### src/rtl/gray2bcd_pkg.sv
// ============================================================================
// Module      : gray2bcd_pkg
// Description : Shared types and constants for the serial Gray-to-BCD decoder.
// Revision    : 1.0 - initial release
// ============================================================================
`default_nettype none

package gray2bcd_pkg;

    typedef enum logic [1:0] {
        IDLE  = 2'd0,
        SHIFT = 2'd1,
        DONE  = 2'd2
    } state_t;

    localparam int ERRCNT_W    = 16;
    localparam int MAX_VAL_BCD = 9;

endpackage

`default_nettype wire

### src/rtl/gray_to_bcd_serial_if.sv
// ============================================================================
// Module      : gray_to_bcd_serial_if
// Description : Valid/ready input and output channels of the Gray decoder.
// Revision    : 1.0 - initial release
// ============================================================================
`default_nettype none

interface gray_to_bcd_serial_if #(
    parameter int WIDTH = 4
);
    logic             in_valid;
    logic             in_ready;
    logic [WIDTH-1:0] in_gray;
    logic             out_valid;
    logic             out_ready;
    logic [WIDTH-1:0] out_bin;
    logic             out_err;

    modport slave (
        input  in_valid, in_gray, out_ready,
        output in_ready, out_valid, out_bin, out_err
    );

    modport master (
        output in_valid, in_gray, out_ready,
        input  in_ready, out_valid, out_bin, out_err
    );
endinterface

`default_nettype wire

### src/rtl/gray_dec_shift.sv
// ============================================================================
// Module      : gray_dec_shift
// Description : Bit-serial Gray-to-binary datapath, MSB first, one bit/step.
// Revision    : 1.0 - initial release
// ============================================================================
`default_nettype none

module gray_dec_shift #(
    parameter int WIDTH = 4
) (
    input  wire logic             clk,
    input  wire logic             rst,
    input  wire logic             load_i,
    input  wire logic             step_i,
    input  wire logic [WIDTH-1:0] gray_i,
    output logic      [WIDTH-1:0] bin_d_o,
    output logic                  last_bit_o
);
    localparam int IDX_W = (WIDTH > 1) ? $clog2(WIDTH) : 1;

    logic [WIDTH-1:0] g_q;
    logic [WIDTH-1:0] bin_q;
    logic [WIDTH-1:0] w_prev;
    logic [IDX_W-1:0] idx_q;

    // Shifting right puts bin[idx+1] at position idx and a zero above the MSB.
    always_comb begin
        w_prev         = bin_q >> 1;
        bin_d_o        = bin_q;
        bin_d_o[idx_q] = g_q[idx_q] ^ w_prev[idx_q];
    end

    assign last_bit_o = (idx_q == '0);

    always_ff @(posedge clk or posedge rst) begin
        if (rst) begin
            g_q   <= '0;
            bin_q <= '0;
            idx_q <= '0;
        end else if (load_i) begin
            g_q   <= gray_i;
            bin_q <= '0;
            idx_q <= IDX_W'(WIDTH - 1);
        end else if (step_i) begin
            bin_q <= bin_d_o;
            if (idx_q != '0) begin
                idx_q <= idx_q - IDX_W'(1);
            end
        end
    end

endmodule

`default_nettype wire

### src/rtl/gray_to_bcd_serial.sv
// ============================================================================
// Module      : gray_to_bcd_serial
// Description : Serial Gray decoder with valid/ready handshakes and BCD range
//               flag. Define GRAY2BCD_ERRCNT_EN to add the err_cnt port.
// Revision    : 1.0 - initial release
// ============================================================================
`default_nettype none

module gray_to_bcd_serial
    import gray2bcd_pkg::*;
#(
    parameter int WIDTH   = 4,
    parameter int MAX_VAL = MAX_VAL_BCD
) (
    input  wire logic              clk,
    input  wire logic              rst,
    gray_to_bcd_serial_if.slave    bus
`ifdef GRAY2BCD_ERRCNT_EN
    ,
    output logic [ERRCNT_W-1:0]    err_cnt
`endif
);
    state_t           state_q;
    logic             out_valid_q;
    logic [WIDTH-1:0] out_bin_q;
    logic             out_err_q;
    logic             w_accept;
    logic             w_step;
    logic             w_last_bit;
    logic [WIDTH-1:0] w_bin_d;

    assign bus.in_ready  = (state_q == IDLE) && !rst;
    assign w_accept      = bus.in_valid && bus.in_ready;
    assign w_step        = (state_q == SHIFT);
    assign bus.out_valid = out_valid_q;
    assign bus.out_bin   = out_bin_q;
    assign bus.out_err   = out_err_q;

    gray_dec_shift #(
        .WIDTH (WIDTH)
    ) u_dec (
        .clk        (clk),
        .rst        (rst),
        .load_i     (w_accept),
        .step_i     (w_step),
        .gray_i     (bus.in_gray),
        .bin_d_o    (w_bin_d),
        .last_bit_o (w_last_bit)
    );

`ifdef GRAY2BCD_ERRCNT_EN
    logic [ERRCNT_W-1:0] err_cnt_q;
    assign err_cnt = err_cnt_q;
`endif

    always_ff @(posedge clk or posedge rst) begin
        if (rst) begin
            state_q     <= IDLE;
            out_valid_q <= 1'b0;
            out_bin_q   <= '0;
            out_err_q   <= 1'b0;
`ifdef GRAY2BCD_ERRCNT_EN
            err_cnt_q   <= '0;
`endif
        end else begin
            case (state_q)
                IDLE: begin
                    if (w_accept) begin
                        state_q <= SHIFT;
                    end
                end
                SHIFT: begin
                    // Capture the word including the final LSB being resolved now.
                    if (w_last_bit) begin
                        state_q     <= DONE;
                        out_valid_q <= 1'b1;
                        out_bin_q   <= w_bin_d;
                        out_err_q   <= (int'(w_bin_d) > MAX_VAL);
                    end
                end
                DONE: begin
                    if (bus.out_ready) begin
                        state_q     <= IDLE;
                        out_valid_q <= 1'b0;
`ifdef GRAY2BCD_ERRCNT_EN
                        if (out_err_q && (err_cnt_q != '1)) begin
                            err_cnt_q <= err_cnt_q + ERRCNT_W'(1);
                        end
`endif
                    end
                end
                default: begin
                    state_q <= IDLE;
                end
            endcase
        end
    end

endmodule

`default_nettype wire

### src/flat_wrapper.sv
// flat-port wrapper written by rule: the top's interface ports become plain ports
module gray_to_bcd_serial_flat import gray2bcd_pkg::*;
#(
    parameter int WIDTH   = 4,
    parameter int MAX_VAL = MAX_VAL_BCD
)
  (clk, rst, bus_in_valid, bus_in_gray, bus_out_ready, bus_in_ready, bus_out_valid, bus_out_bin, bus_out_err);
  gray_to_bcd_serial_if #(.WIDTH(WIDTH)) bus_i ();
  input  wire logic clk;
  input  wire logic rst;
  input wire logic [$bits(bus_i.in_valid)-1:0] bus_in_valid;
  input wire logic [$bits(bus_i.in_gray)-1:0] bus_in_gray;
  input wire logic [$bits(bus_i.out_ready)-1:0] bus_out_ready;
  output wire logic [$bits(bus_i.in_ready)-1:0] bus_in_ready;
  output wire logic [$bits(bus_i.out_valid)-1:0] bus_out_valid;
  output wire logic [$bits(bus_i.out_bin)-1:0] bus_out_bin;
  output wire logic [$bits(bus_i.out_err)-1:0] bus_out_err;
  assign bus_i.in_valid = bus_in_valid;
  assign bus_i.in_gray = bus_in_gray;
  assign bus_i.out_ready = bus_out_ready;
  assign bus_in_ready = bus_i.in_ready;
  assign bus_out_valid = bus_i.out_valid;
  assign bus_out_bin = bus_i.out_bin;
  assign bus_out_err = bus_i.out_err;
  gray_to_bcd_serial #(.WIDTH(WIDTH), .MAX_VAL(MAX_VAL)) u_core (.clk(clk), .rst(rst), .bus(bus_i));
endmodule
### config.mk
export PLATFORM = sky130hd
export DESIGN_NAME = gray_to_bcd_serial_flat
export DESIGN_NICKNAME = d
export VERILOG_FILES = /design/src/rtl/gray2bcd_pkg.sv /design/src/rtl/gray_to_bcd_serial_if.sv /design/src/rtl/gray_dec_shift.sv /design/src/rtl/gray_to_bcd_serial.sv /design/src/flat_wrapper.sv
export SDC_FILE = /design/constraint.sdc
export NUM_CORES = 1
export LEC_CHECK = 0
export BUFFER_PORTS_ARGS = -buffer_cell sky130_fd_sc_hd__buf_2
export CAP_MARGIN = 20
export CORE_ASPECT_RATIO = 0.9
export CORE_MARGIN = 3
export CORE_UTILIZATION = 31
export CTS_BUF_LIST = sky130_fd_sc_hd__clkbuf_4 sky130_fd_sc_hd__clkbuf_8
export DETAILED_ROUTE_END_ITERATION = 10
export PLACE_DENSITY = 0.55
export SLEW_MARGIN = 30
export SYNTH_ARGS = -nofsm -noshare
export SYNTH_HDL_FRONTEND = slang
export SYNTH_SLANG_ARGS = --single-unit
### constraint.sdc
create_clock -name clk -period 1.6 [get_ports clk]
set_clock_uncertainty 0.2 [all_clocks]
set_input_delay 0.16 -clock clk [delete_from_list [all_inputs] [get_ports clk]]
set_output_delay 0.16 -clock clk [all_outputs]
set_load 0.005 [all_outputs]
==> summary.json, run 1 <==
{
  "clock_tree.buffer_depth": {"value": 2},
  "synth_area_leader_cell": {"value": "sky130_fd_sc_hd__dfrtp_1"},
  "clock.fmax": {"value": 0.6038, "unit": "GHz"},
  "violations": {"value": "negative setup slack"},
  "setup_repair_after_global_routing_missed_its_margin": {"value": "yes"},
  "initial_core_util": {"value": 32.89, "unit": "%"},
  "die_h": {"value": 57.64, "unit": "um"},
  "crit_top_cell": {"value": "sky130_fd_sc_hd__o211ai_1"},
  "final_nets": {"value": 135},
  "final_antenna_net_count": {"value": 0},
  "final_min_period_over_clock_period": {"value": 103.5, "unit": "%"},
  "global_route.usage.total": {"value": 11.19, "unit": "%"},
  "final.setup.tns": {"value": -89.98, "unit": "ps"},
  "synth_largest_type_area_fraction": {"value": 46.32, "unit": "%"},
  "floorplan.io_pins": {"value": 15},
  "seq_area_frac_synth": {"value": 46.32, "unit": "%"},
  "portBuffers": {"value": 14},
  "synthesis.instances": {"value": 85},
  "cp_data_arrival_time": {"value": 1640, "unit": "ps"},
  "multi_input_comb_area": {"value": 490.5, "unit": "um^2"},
  "path_cells": {"value": "inv_2 -> ha_2 -> or4_1 -> o211ai_1 -> o211ai_1"},
  "synth.top_cells.by_area": {"value": "sky130_fd_sc_hd__dfrtp_1 46%, sky130_fd_sc_hd__mux2i_1 6.5%, sky130_fd_sc_hd__ha_1 5.4%"},
  "post-place-ws": {"value": -54.06, "unit": "ps"},
  "crit_slowest_cell": {"value": "sky130_fd_sc_hd__or4_1"},
  "vias_per_cell": {"value": 4.531},
  "max_slew.worst_pin.slew": {"value": 234.7, "unit": "ps"},
  "timing_worst_setup_path_type": {"value": "flip-flop to flip-flop"},
  "initial_antenna_violation_count": {"value": 0},
  "routed-via-count": {"value": 734},
  "final-max-slew-violation-count": {"value": 0},
  "grt_remaining_overflow": {"value": 0},
  "dieArea": {"value": 3653, "unit": "um^2"},
  "cts_tree": {"value": "yes"},
  "drv.max_cap_violation_count": {"value": 0},
  "hold_vio_cnt_final": {"value": 0},
  "cts.root.buffer_cell": {"value": "sky130_fd_sc_hd__clkbuf_4"},
  "synthesis.area": {"value": 918.4, "unit": "um^2"},
  "n_fill_cell": {"value": 291},
  "finalWeightedCongestion": {"value": 0.7449},
  "critPathMaxFanout": {"value": 4},
  "min-delay-path-class": {"value": "input pin to flip-flop"},
  "cts.sink_count": {"value": 17},
  "fp.dieW": {"value": 63.38, "unit": "um"},
  "route.final.wire_length": {"value": 1900, "unit": "um"},
  "clkLatencyLatePin": {"value": 300, "unit": "ps"},
  "critPathBufInv": {"value": 1},
  "area.growth.synth_to_final": {"value": 39.65, "unit": "%"},
  "core_region_area": {"value": 2793, "unit": "um^2"},
  "cp_slowest_stage_delay": {"value": 470, "unit": "ps"},
  "final_setup_vio_count": {"value": 2},
  "place.detailed.hpwl": {"value": 1308, "unit": "um"},
  "cp-start-kind": {"value": "flip-flop"},
  "cellPowerDensity": {"value": 1813, "unit": "nW/um^2"},
  "cpLargestDelayFamily": {"value": "simple AND/OR/NAND/NOR gates"},
  "critical_path_depth": {"value": 5},
  "postLayoutCoreUtil": {"value": 45.92, "unit": "%"},
  "mappedNetlistNets": {"value": 97},
  "layout_commonest_cell": {"value": "sky130_fd_sc_hd__dfrtp_1"},
  "timing.final.crit_period": {"value": 1656, "unit": "ps"},
  "timing.hold.worst_path_depth": {"value": 4},
  "leakage": {"value": 0.5970, "unit": "nW"},
  "dr.first_iter.drc_count": {"value": 31},
  "cts.clk_slew.worst_paths": {"value": 110, "unit": "ps"},
  "cts_inserted_buffers": {"value": 3},
  "placementRows": {"value": 18},
  "avgRoutedWirePerCell": {"value": 11.73, "unit": "um"},
  "insertedDiodeCount": {"value": 0},
  "cts.htree.levels": {"value": 1},
  "final_ws_setup": {"value": -56.11, "unit": "ps"},
  "timing.slew.headroom": {"value": 84.30, "unit": "%"},
  "final_cell_mix": {"value": "16 x sky130_fd_sc_hd__dfrtp_1, 14 x sky130_fd_sc_hd__buf_2, 13 x sky130_fd_sc_hd__nand2_1, 13 x sky130_fd_sc_hd__buf_4, 7 x sky130_fd_sc_hd__dlygate4sd3_1"},
  "required": {"value": 1580, "unit": "ps"},
  "layout.area.seq": {"value": 426.7, "unit": "um^2"},
  "share_of_layout_cells_above_drive_strength_1": {"value": 39.34, "unit": "%"},
  "finish.instance_area": {"value": 1282, "unit": "um^2"},
  "ys_ff_latch": {"value": 17},
  "post_synth_num_cell_types": {"value": 26},
  "run_status": {"value": "finished, violations left"},
  "dpl-instance-area": {"value": 1115, "unit": "um^2"},
  "drt-pass1-iter-count": {"value": 2},
  "reg2reg_depth": {"value": 5},
  "grt_first_pass_wirelength": {"value": 3201, "unit": "um"},
  "post_synthesis_area_per_instance": {"value": 10.80, "unit": "um^2"},
  "timing.critical_path.to_type": {"value": "flip-flop"},
  "first_global_vias": {"value": 727},
  "vdd_drop_max": {"value": 0.0009655, "unit": "V"},
  "drcViolationCount": {"value": 0},
  "grt_max_degree": {"value": 18},
  "synth_warnings": {"value": 0}
}
per-layer routing:
layer,track usage (%),share of wire (%)
met1,15.45,51
met2,17.11,44
met3,3.682,4.5
met4,2.769,0
met5,0,0
area by class of cell:
| type | instances | area share [%] |
|---|---|---|
| clock buffer | 3 | 1.756 |
| timing repair buffer | 37 | 20.68 |
| clock inverter | 1 | 0.3902 |
| inverter | 6 | 1.756 |
| tap | 40 | 3.902 |
| multi-input combinational | 58 | 38.24 |
| sequential | 17 | 33.27 |
worst paths after layout:
path | from | endpoint | slack (ps)
max | u_core.u_dec.idx_q[0] | u_core.bus.out_err | -60
max reg2reg | u_core.u_dec.idx_q[0] | u_core.bus.out_err | -60
max in group asynchronous | rst | u_core.state_q[1] | 730
min in group asynchronous | rst | u_core.u_dec.g_q[3] | 270
min | rst | u_core.state_q[0] | 40
min reg2reg | u_core.bus.out_bin[0] | u_core.bus.out_bin[0] | 290
worst reg2reg max path: cells and delay by family (launching register included):
family | cells | cell delay [ps]
flip-flops | 1 | 410
AND/OR/NAND/NOR | 1 | 470
buffers and inverters | 1 | 80
adder cells (fa/ha/maj) | 1 | 190
AO/OA/AOI/OAI | 2 | 200
Yosys cell counts (all sizes together):
| master | count |
|---|---|
| and3b | 1 |
| dfrtp | 17 |
| mux4 | 1 |
| nor4b | 1 |
| o2bb2ai | 3 |
| o211ai | 3 |
| nand2 | 13 |
| nor2b | 4 |
| ha | 4 |
| or3b | 1 |
| nand2b | 1 |
| buf | 1 |
| nor3 | 1 |
| nand3b | 1 |
| o21ai | 4 |
| nor2 | 1 |
| mux2 | 3 |
| xnor2 | 4 |
| a21oi | 2 |
| or4 | 1 |
| inv | 6 |
| mux2i | 6 |
| o2111ai | 1 |
| o31ai | 2 |
| clkbuf | 3 |
report_power, final:
part	switching [W]	internal (W)
Sequential	0.000150	0.000621
Clock	0.000145	0.0000930
Combinational	0.000602	0.000714
per-stage QoR:
step,total power (W),std cells,hold slack [ps]
3_5_place_dp,0.001936,145,29.29
5_1_grt,0.002524,162,55.66
2_1_floorplan,0.001568,85,-113.9
6_report,0.002325,162,43.85
3_3_place_gp,0.001908,145,22.88
4_1_cts,0.002291,159,31.57
flip-flops by register name (all words and copies together), names as in the netlist:
name                  count
u_core.bus.out_valid      1
u_core.u_dec.idx_q        2
u_core.u_dec.g_q          4
u_core.bus.out_err        1
u_core.bus.out_bin        4
u_core.state_q            2
u_core.u_dec.bin_q        3
logic make-up (layout without fill, tap and decap cells):
family	count (synthesis)	after routing	share of synthesized area, %
xor gates and xnor gates	4	4	3.814
adders and majority gates	4	4	5.450
AOI/OAI and AO/OA	15	15	11.72
and+or+nand+nor	25	25	15.80
buffers and inverters	10	47	4.223
DFF	17	17	46.32
muxes	10	10	12.67
timing repair:
item,CTS,global route
hold buffers,7,0
setup buffers,3,3
resized for setup,3,4
hold endpoints to repair,26,0
pin swaps,1,2
setup endpoints to repair,8,14
(Power assumes the default switching activity.)
==> run 2, diff against run 1 <==
==> constraint.sdc (replaced) <==
create_clock -name clk -period 1.6 [get_ports clk]
set_clock_uncertainty 0.2 [all_clocks]
set_input_delay 0.48 -clock clk [delete_from_list [all_inputs] [get_ports clk]]
set_output_delay 0.48 -clock clk [all_outputs]
set_load 0.005 [all_outputs]
==> summary.json, run 2 (same netlist as run 1, synthesis figures left out) <==
{
  "share_of_layout_cells_above_drive_strength_1": {"value": 46.28, "unit": "%", "change": "+6.9 points"},
  "final_cell_mix": {"value": "20 x sky130_fd_sc_hd__buf_4, 16 x sky130_fd_sc_hd__dfrtp_1, 14 x sky130_fd_sc_hd__buf_2"},
  "p_switching": {"value": 0.0009119, "unit": "W", "change": "+1.6%"},
  "totalPowerFinal": {"value": 0.002447, "unit": "W", "change": "+5.3%"},
  "sequentialPowerShare": {"value": 31.2, "unit": "%", "change": "-1.9 points"},
  "insertedDiodeCount": {"value": 0, "change": "unchanged"},
  "final_setup_vio_count": {"value": 11, "change": "+9"},
  "grt_max_degree": {"value": 18, "change": "unchanged"},
  "required": {"value": 920, "unit": "ps", "change": "-660 ps"},
  "cpLargestDelayFamily": {"value": "flip-flops"},
  "clkLatencyLatePin": {"value": 290, "unit": "ps", "change": "about the same"},
  "dieArea": {"value": 3653, "unit": "um^2", "change": "unchanged"},
  "cp_data_arrival_time": {"value": 1050, "unit": "ps", "change": "-590 ps"},
  "timing.critical_path.to_type": {"value": "primary output"},
  "initial_antenna_violation_count": {"value": 0, "change": "unchanged"},
  "launch_point_of_the_worst_reg_to_reg_path": {"value": "u_core.u_dec.bin_q[1]"},
  "routed-via-count": {"value": 729, "change": "-0.68%"},
  "final.hold.worst_slack": {"value": 51.88, "unit": "ps", "change": "+8.026 ps"},
  "critPathMaxFanout": {"value": 2, "change": "-2"},
  "cts.root.buffer_cell": {"value": "sky130_fd_sc_hd__clkbuf_4"},
  "clock_tree.buffer_depth": {"value": 2, "change": "unchanged"},
  "cts.sink_count": {"value": 17, "change": "unchanged"},
  "reg2reg_depth": {"value": 3, "change": "-2"},
  "leakage": {"value": 0.6101, "unit": "nW", "change": "+2.2%"},
  "setup_repair_after_global_routing_missed_its_margin": {"value": "yes"},
  "capture_point_of_the_worst_reg_to_reg_path": {"value": "u_core.bus.out_bin[3]"},
  "cts-hold-fix-buffers": {"value": 0, "change": "-7"},
  "post-place-ws": {"value": -107.1, "unit": "ps", "change": "-53.07 ps"},
  "placementRows": {"value": 18, "change": "unchanged"},
  "grt_first_pass_wirelength": {"value": 3174, "unit": "um", "change": "-0.84%"},
  "initial_core_util": {"value": 32.89, "unit": "%", "change": "unchanged"},
  "cts.clk_slew.worst_paths": {"value": 100, "unit": "ps", "change": "about the same"},
  "fp.dieW": {"value": 63.38, "unit": "um", "change": "unchanged"},
  "grt_remaining_overflow": {"value": 0, "change": "unchanged"},
  "timing_worst_setup_path_type": {"value": "flip-flop to primary output"},
  "final_nets": {"value": 134, "change": "-0.74%"},
  "cts_tree": {"value": "yes"},
  "internal_power": {"value": 0.001536, "unit": "W", "change": "+7.6%"},
  "power.combinational.fraction": {"value": 58.7, "unit": "%", "change": "+2.1 points"},
  "portBuffers": {"value": 14, "change": "unchanged"},
  "drv.max_cap_violation_count": {"value": 0, "change": "unchanged"},
  "final_ws_setup": {"value": -133.9, "unit": "ps", "change": "-77.80 ps"},
  "timing.reg2reg.setup_slack": {"value": -90, "unit": "ps", "change": "-30 ps"},
  "cts.htree.levels": {"value": 1, "change": "unchanged"},
  "layout_commonest_cell": {"value": "sky130_fd_sc_hd__buf_4"},
  "avgRoutedWirePerCell": {"value": 11.50, "unit": "um", "change": "-2.0%"},
  "cp_slowest_stage_delay": {"value": 450, "unit": "ps", "change": "-20 ps"},
  "cellPowerDensity": {"value": 1914, "unit": "nW/um^2", "change": "+5.6%"},
  "run_status": {"value": "finished, violations left"},
  "core_region_area": {"value": 2793, "unit": "um^2", "change": "unchanged"},
  "finalWeightedCongestion": {"value": 0.8077, "change": "+8.4%"},
  "layout.area.seq": {"value": 426.7, "unit": "um^2", "change": "unchanged"},
  "violations": {"value": "negative setup slack"},
  "timing.slew.headroom": {"value": 84.83, "unit": "%", "change": "+0.53 points"},
  "die_h": {"value": 57.64, "unit": "um", "change": "unchanged"},
  "final_min_period_over_clock_period": {"value": 108.4, "unit": "%", "change": "+4.9 points"},
  "critical_path_depth": {"value": 2, "change": "-3"},
  "critPathBufInv": {"value": 1, "change": "unchanged"},
  "area.growth.synth_to_final": {"value": 39.24, "unit": "%"},
  "dpl-instance-area": {"value": 1145, "unit": "um^2", "change": "+2.7%"},
  "clock.fmax": {"value": 0.5767, "unit": "GHz", "change": "-4.5%"},
  "drt-pass1-iter-count": {"value": 4, "change": "+2"},
  "final_antenna_net_count": {"value": 0, "change": "unchanged"},
  "hold_vio_cnt_final": {"value": 0, "change": "unchanged"},
  "vdd_drop_max": {"value": 0.0008406, "unit": "V", "change": "-13%"},
  "floorplan.io_pins": {"value": 15, "change": "unchanged"},
  "path_cells": {"value": "nor3_4 -> buf_2"},
  "max_slew.worst_pin.slew": {"value": 226.8, "unit": "ps", "change": "-7.924 ps"},
  "global_route.usage.total": {"value": 10.93, "unit": "%", "change": "-0.26 points"},
  "place.detailed.hpwl": {"value": 1365, "unit": "um", "change": "+4.4%"},
  "final-max-slew-violation-count": {"value": 0, "change": "unchanged"},
  "clock_power_share": {"value": 10.1, "unit": "%", "change": "-0.2 points"},
  "p_sw_share": {"value": 37.26, "unit": "%", "change": "-1.3 points"},
  "cp-start-kind": {"value": "flip-flop"},
  "crit_slowest_cell": {"value": "sky130_fd_sc_hd__dfrtp_2"},
  "timing.final.crit_period": {"value": 1734, "unit": "ps", "change": "+77.80 ps"},
  "multi_input_comb_area": {"value": 506.7, "unit": "um^2", "change": "+3.3%"},
  "finish.instance_area": {"value": 1279, "unit": "um^2", "change": "-0.29%"},
  "drcViolationCount": {"value": 0, "change": "unchanged"},
  "min-delay-path-class": {"value": "input pin to async pin"},
  "route.final.wire_length": {"value": 1851, "unit": "um", "change": "-2.6%"},
  "cts_inserted_buffers": {"value": 3, "change": "unchanged"},
  "n_fill_cell": {"value": 285, "change": "-2.1%"},
  "vias_per_cell": {"value": 4.528, "change": "about the same"},
  "first_global_vias": {"value": 717, "change": "-1.4%"},
  "dr.first_iter.drc_count": {"value": 16, "change": "-48%"}
}
-- run 2: per-layer routing --
metal | GRT usage (%) | vias to the layer above | routed length (um)
met5 | 0 | - | 0
met4 | 1.846 | 0 | 0
met3 | 3.488 | 0 | 71
met2 | 16.67 | 13 | 792
met1 | 15.54 | 350 | 987
li1 | - | 366 | -
-- run 2: final cells by class --
cell class,count,share of cell area [%]
clock buffer,4,2.348
timing repair buffer,36,18.98
inverter,6,1.761
sequential,17,33.37
multi-input combinational,58,39.63
tap,40,3.914
-- run 2: how the worst max path moves through the flow --
stage                     slack, ps                   from                     to
after floorplan                 -30  u_core.u_dec.idx_q[1]  u_core.u_dec.idx_q[0]
after detailed placement       -110                    rst  u_core.u_dec.bin_q[3]
after global placement         -100                    rst    u_core.u_dec.g_q[1]
after CTS                      -120      u_core.state_q[0]           bus_in_ready
final                          -130      u_core.state_q[1]           bus_in_ready
after global routing           -200      u_core.state_q[1]           bus_in_ready
-- run 2: timing repair --
| action | CTS | global route |
|---|---|---|
| cloned | 0 | 0 |
| pin swaps | 7 | 5 |
| resized for setup | 6 | 8 |
| setup endpoints to repair | 10 | 15 |
| buffers inserted | 5 | 3 |
-- run 2: tightest hold or removal path, delay by kind of cell --
kind	cells	cell delay (ps)
buf+inv	3	440
-- run 2: power groups by stage --
stage	Sequential, W	Combinational (W)	Clock (W)
after CTS	0.000753	0.00135	0.000266
after global placement	0.000779	0.00117	0
after floorplan	0.000735	0.000833	0
final	0.000764	0.00144	0.000246
after global routing	0.000791	0.00159	0.000280
after detailed placement	0.000783	0.00119	0
-- run 2: per-stage QoR --
step | std cells | util (%) | setup TNS (ps)
after global routing | 161 | 45.79 | -1300
after global placement | 149 | 40.99 | -698.5
final | 161 | 45.79 | -442.6
after floorplan | 85 | - | -48.19
after detailed placement | 149 | 40.99 | -862.9
after CTS | 158 | 43.91 | -582.3
